==> config.mk <==
export PLATFORM = sky130hd
export DESIGN_NAME = segment_scan_ctrl
export DESIGN_NICKNAME = d
export VERILOG_FILES = /design/src/rtl/scan_pkg.sv /design/src/rtl/segment_code.sv /design/src/rtl/segment_scan_ctrl.sv
export SDC_FILE = /design/constraint.sdc
export NUM_CORES = 1
export LEC_CHECK = 0
export ABC_CLOCK_PERIOD_IN_PS = 4400
export CAP_MARGIN = 15
export CORE_ASPECT_RATIO = 2
export CORE_UTILIZATION = 30
export CTS_CLUSTER_SIZE = 14
export DETAILED_ROUTE_END_ITERATION = 10
export PLACE_DENSITY = 0.46
export RECOVER_POWER = 50
export SLEW_MARGIN = 5
export SYNTH_ARGS = -nofsm -noshare
export SYNTH_HDL_FRONTEND = slang
export SYNTH_HIERARCHICAL = 1
export SYNTH_SLANG_ARGS = --single-unit
==> constraint.sdc <==
create_clock -name clk -period 4.4 [get_ports clk]
set_input_delay 0.88 -clock clk [delete_from_list [all_inputs] [get_ports clk]]
set_output_delay 0.88 -clock clk [all_outputs]
set_load 0.01 [all_outputs]
==> src/rtl/scan_pkg.sv <==
// Shared types and constants for the 7-segment scan controller.
package scan_pkg;

    localparam int unsigned SEG_W      = 7;
    localparam int unsigned BCD_W      = 4;
    localparam int unsigned MAX_DIGITS = 32;

    localparam logic [SEG_W-1:0]      SEG_OFF = 7'h00;
    localparam logic [MAX_DIGITS-1:0] DIG_OFF = '0;

    typedef enum logic [1:0] {
        IDLE  = 2'd0,
        BLANK = 2'd1,
        SHOW  = 2'd2
    } state_t;

    // One-hot digit select for position pos, or all-off; callers truncate to their digit count.
    function automatic logic [MAX_DIGITS-1:0] dig_sel(input logic on, input int unsigned pos);
        return on ? (MAX_DIGITS'(1) << pos) : DIG_OFF;
    endfunction

endpackage

==> src/rtl/segment_code.sv <==
// BCD to 7-segment decoder, {g,f,e,d,c,b,a} active-high; non-BCD codes are dark.
module segment_code
    import scan_pkg::*;
(
    input  logic [BCD_W-1:0] bcd,
    output logic [SEG_W-1:0] seg_c
);

    always_comb begin
        seg_c = SEG_OFF;
        case (bcd)
            4'd0: seg_c = 7'h3f;
            4'd1: seg_c = 7'h06;
            4'd2: seg_c = 7'h5b;
            4'd3: seg_c = 7'h4f;
            4'd4: seg_c = 7'h66;
            4'd5: seg_c = 7'h6d;
            4'd6: seg_c = 7'h7d;
            4'd7: seg_c = 7'h07;
            4'd8: seg_c = 7'h7f;
            4'd9: seg_c = 7'h6f;
            default: seg_c = SEG_OFF;
        endcase
    end

endmodule

==> src/rtl/segment_scan_ctrl.sv <==
// Time-multiplexed 7-segment scan controller with double-buffered digit values.
// Optional build macro LEADING_ZERO_BLANK_EN darkens leading zero digits.
module segment_scan_ctrl
    import scan_pkg::*;
#(
    parameter int unsigned NUM_DIGITS   = 6,
    parameter int unsigned PRESCALE     = 1000,
    parameter int unsigned BLANK_CYCLES = 4
) (
    input  logic                        clk,
    input  logic                        rst,
    input  logic                        enable,
    input  logic                        load,
    input  logic [BCD_W*NUM_DIGITS-1:0] digits_in,
    output logic [SEG_W-1:0]            seg,
    output logic [NUM_DIGITS-1:0]       dig_en,
    output logic                        frame_done
);

    localparam int unsigned CNT_MAX = (PRESCALE > BLANK_CYCLES) ? PRESCALE : BLANK_CYCLES;
    localparam int unsigned CNT_W   = $clog2(CNT_MAX + 1);
    localparam int unsigned IDX_W   = (NUM_DIGITS > 1) ? $clog2(NUM_DIGITS) : 1;

    state_t                              state, state_nxt;
    logic [IDX_W-1:0]                    idx, idx_nxt;
    logic [CNT_W-1:0]                    cnt, cnt_nxt;
    logic [NUM_DIGITS-1:0][BCD_W-1:0]    active, pending;
    logic                                pend_valid;
    logic                                swap_c, frame_end_c;
    logic [SEG_W-1:0]                    code_c, shown_c, seg_nxt;
    logic [NUM_DIGITS-1:0]               dig_nxt;

    segment_code u_code (
        .bcd   (active[idx]),
        .seg_c (code_c)
    );

`ifdef LEADING_ZERO_BLANK_EN
    // A digit is a leading zero when it and every more-significant (lower index) digit is 0.
    logic [NUM_DIGITS-1:0] lead_zero_c;

    always_comb begin
        logic run;
        run         = 1'b1;
        lead_zero_c = '0;
        for (int i = 0; i < NUM_DIGITS; i++) begin
            run            = run & (active[i] == '0);
            lead_zero_c[i] = run;
        end
        lead_zero_c[NUM_DIGITS-1] = 1'b0;
    end

    assign shown_c = lead_zero_c[idx] ? SEG_OFF : code_c;
`else
    assign shown_c = code_c;
`endif

    // Next state plus next outputs; outputs follow the next state so seg and dig_en move together.
    always_comb begin
        state_nxt   = state;
        idx_nxt     = idx;
        cnt_nxt     = cnt;
        swap_c      = 1'b0;
        frame_end_c = 1'b0;
        dig_nxt     = NUM_DIGITS'(DIG_OFF);
        seg_nxt     = SEG_OFF;

        if (!enable) begin
            state_nxt = IDLE;
            idx_nxt   = '0;
            cnt_nxt   = '0;
        end else begin
            case (state)
                IDLE: begin
                    state_nxt = BLANK;
                    idx_nxt   = '0;
                    cnt_nxt   = '0;
                    swap_c    = pend_valid;
                end
                BLANK: begin
                    if (cnt == CNT_W'(BLANK_CYCLES - 1)) begin
                        state_nxt = SHOW;
                        cnt_nxt   = '0;
                    end else begin
                        cnt_nxt = cnt + CNT_W'(1);
                    end
                end
                SHOW: begin
                    if (cnt == CNT_W'(PRESCALE - 1)) begin
                        state_nxt = BLANK;
                        cnt_nxt   = '0;
                        if (idx == IDX_W'(NUM_DIGITS - 1)) begin
                            idx_nxt     = '0;
                            frame_end_c = 1'b1;
                            swap_c      = pend_valid;
                        end else begin
                            idx_nxt = idx + IDX_W'(1);
                        end
                    end else begin
                        cnt_nxt = cnt + CNT_W'(1);
                    end
                end
                default: state_nxt = IDLE;
            endcase
        end

        // Entering or staying in SHOW keeps idx and active unchanged, so the current mux output is valid.
        if (state_nxt == SHOW) begin
            dig_nxt = NUM_DIGITS'(dig_sel(1'b1, 32'(idx)));
            seg_nxt = shown_c;
        end
    end

    always_ff @(posedge clk or posedge rst) begin
        if (rst) begin
            state      <= IDLE;
            idx        <= '0;
            cnt        <= '0;
            seg        <= SEG_OFF;
            dig_en     <= '0;
            frame_done <= 1'b0;
        end else begin
            state      <= state_nxt;
            idx        <= idx_nxt;
            cnt        <= cnt_nxt;
            seg        <= seg_nxt;
            dig_en     <= dig_nxt;
            frame_done <= frame_end_c;
        end
    end

    // Double buffer: a load always lands in pending, even on the edge that copies pending to active.
    always_ff @(posedge clk or posedge rst) begin
        if (rst) begin
            active     <= '0;
            pending    <= '0;
            pend_valid <= 1'b0;
        end else begin
            if (swap_c) begin
                active <= pending;
            end
            if (load) begin
                pending    <= digits_in;
                pend_valid <= 1'b1;
            end else if (swap_c) begin
                pend_valid <= 1'b0;
            end
        end
    end

endmodule

==> metrics <==
status finished clean; critical path's slowest cell clkbuf_2; Fmax 387 MHz; post-CTS sizing 0; Final TNS setup 0 ns; worst setup path startpoint rst; via count approximately 2600; most common cell after layout, fill and taps aside dfrtp_1; Seq/Total Area, Yosys approximately 50%; Vias/cell 4.99; number of remaining DRC errors 0; critical path endpoint active[22]; clk_lat worst skew 0.33 ns; CP Max Fanout 43; Yosys Warn Count 6; CP Depth 3; Die Y between 150 and 200 um; initial antenna violation count 0; max_cap viols 0; Adder-Cell Fraction of Synth Area 3.81%; post-synthesis mux area share ~15%; core area 12700 um2; H-tree Lvls 3; Mean Syn Cell Area 11.8 um2; gr ovfl total 0; PortBufs 41; hold_buf cts 0; Hold WC Path Type reg2reg; cell area after synthesis between 3000 and 4000 um2; Antenna Cells 0; xor and xnor area share after synthesis less than 1%; flops & latches, synth 78; fin. max-slew vios 0; Overall Global Routing Usage approximately 13%; Final ANT Viol Nets 0; Area after DPL 4420 um2; number of global-route vias before repair about 2700; Layout area overhead 20.3%; Top Metal Used met4; Post CTS Setup Buffer Count 0; period utilisation layout 58.8%; post-route cell area 4740 um2; Total Power 0.00202 W; Hold WS just under 0.5 ns; # setup viols final 0; sequence of cells on the critical path dlygate4sd3_1 > inv_1 > clkbuf_2; Initial DRT Pass Iterations 4; main combinational cell family by area after synthesis simple AND/OR/NAND/NOR gates; cell count of the worst reg-to-reg path 5; Syn Nets about 380; Main synth FF type dfrtp_1; FF-to-FF End dig_en[0]; Final #Nets 409; RePlAce Congestion 0.753; leading area contributor after synthesis dfrtp_1; Die W 83.0 um; Cell variety after synth 53; Slew @ Worst Pin around 1.1 ns; largest net degree at the start of global routing 44; layout cells sized above 1 23.1%; Crit path largest cell delay 0.93 ns; FILL cells approximately 1300; clock buffer count from CTS 9; r2r setup slk 1.85 ns; Row Count a little under 60; Clock Path Buffers 2; critical path class in2async; Static Leak 1.99 nW; first-pass GRT wire length 13800 um; Rel. slew slack 26.5%; Boundary Pins 42; RSZ-0062 raised after global routing no; total wire length 8050 um; Tmin final roughly 2.6 ns; min-delay src pending[14]; DP HPWL between 5000 and 6000 um; type of origin of the critical path input pin; most frequent cells in the layout dfrtp_1, mux2_2, clkdlybuf4s50_1, nand2_1, inv_1; Starting Density 31.0%; met2 wire len 4570 um; reg-to-reg startpoint cnt[0]; crit path DAT 2.88 ns; clk root buf clkbuf_16; Crit path required time 4.69 ns; Mapped Cells 335; FFs w/ async S/R, synth 100%; CTS tree yes; DR WL/cell approximately 15 um; endpoint type of the worst setup path async pin; Max VDD drop 197 uV; cell family with most CP delay buffers and inverters; Post-Synth Simple-Gate Area between 10% and 20%; Synth top area share 49.6%; die area 13600 um2; PwrDens 426 nW/um2; EDFF count, synth 0; CTS Sinks 78; met3 WL approximately 170 um; clock skew 0.00799 ns; Synth Area in Compound Gates 9.63%; Fin. Hold Viols 0; DR iter-0 viols 132; Clock Pin Slew Worst Setup and Hold Paths 0.06 ns; met1 WL 3080 um; dominant cells by area after synthesis dfrtp_1, mux2_2, ha_1; CP bufs+invs 3
## kinds of logic (layout without fill, tap and decap cells)
group / Yosys count / after routing
flip-flops: 78 / 78
AND/OR/NAND/NOR: 101 / 101
multiplexers: 53 / 53
buffers and inverters: 40 / 78
XOR/XNOR: 1 / 1
adder cells (fa/ha/maj): 12 / 12
AO/OA/AOI/OAI: 50 / 50
## registers in the layout (all words and copies together), names as in the netlist
| signal | count |
|---|---|
| state | 2 |
| dig_en | 6 |
| pend_valid | 1 |
| active | 24 |
| idx | 3 |
| pending | 24 |
| cnt | 10 |
| frame_done | 1 |
| seg | 7 |
## per-stage QoR
step | cells | setup WS [ns] | util, %
after floorplan | 335 | 1.52 | -
after global routing | 523 | 1.46 | 37.3
after detailed placement | 507 | 1.67 | 34.8
after global placement | 507 | 1.71 | 34.8
after CTS | 522 | 1.87 | 37.2
final | 523 | 1.81 | 37.3
## worst reg2reg max path, stage by stage, from the launching register on
cell       delay [ns]
dfrtp_1          0.37
ha_1             0.28
or3b_1           0.50
o41a_1           0.61
a2bb2oi_2        0.33
nor4b_1          0.36
## power by group
part | switching (W) | internal (W) | total [W] | leakage [nW]
logic | 0.000178 | 0.000190 | 0.000368 | 0.867
clock network | 0.000290 | 0.000496 | 0.000785 | 0.145
registers | 0.0000519 | 0.000814 | 0.000866 | 0.976
total | 0.000519 | 0.00150 | 0.00202 | 1.99
## area by class of cell
type / count / area, um2 / share of cell area [%]
timing repair buffer: 46 / 449 / 9.48
inverter: 17 / 63.8 / 1.35
clock inverter: 5 / 83.8 / 1.77
sequential: 78 / 1950 / 41.2
multi-input combinational: 217 / 1770 / 37.4
clock buffer: 10 / 229 / 4.83
tap: 150 / 188 / 3.96
## layer usage
layer  global-route usage, %  up-vias
li1                        -     1261
met1                    13.5     1295
met2                    24.1       39
met3                    2.01       15
met4                    7.13        0
met5                       0        -
## worst min-delay path by stage
stage,to,slack [ns],depth (start not counted)
4_1_cts,active[14],0.50,1
6_report,active[14],0.49,1
3_3_place_gp,active[14],0.47,1
5_1_grt,pending[4],0.52,1
3_5_place_dp,active[14],0.49,1
2_1_floorplan,active[14],0.45,1
## synthesized netlist by cell type (all sizes together) (2+ instances only)
| cell | count |
|---|---|
| dfrtp | 78 |
| or3 | 4 |
| nor2b | 5 |
| o21a | 3 |
| nand4 | 4 |
| and4 | 3 |
| nor2 | 14 |
| nand3 | 5 |
| nand2b | 5 |
| and3 | 5 |
| nor3 | 7 |
| ha | 12 |
| and2 | 6 |
| a31oi | 3 |
| clkbuf | 11 |
| mux2 | 48 |
| o211ai | 5 |
| nand2 | 25 |
| a21oi | 9 |
| mux2i | 4 |
| o21ai | 5 |
| buf | 12 |
| o2111ai | 5 |
| nor3b | 11 |
| a21o | 2 |
| o221ai | 4 |
| inv | 17 |
| o22ai | 8 |
(Power assumes the default switching activity.)
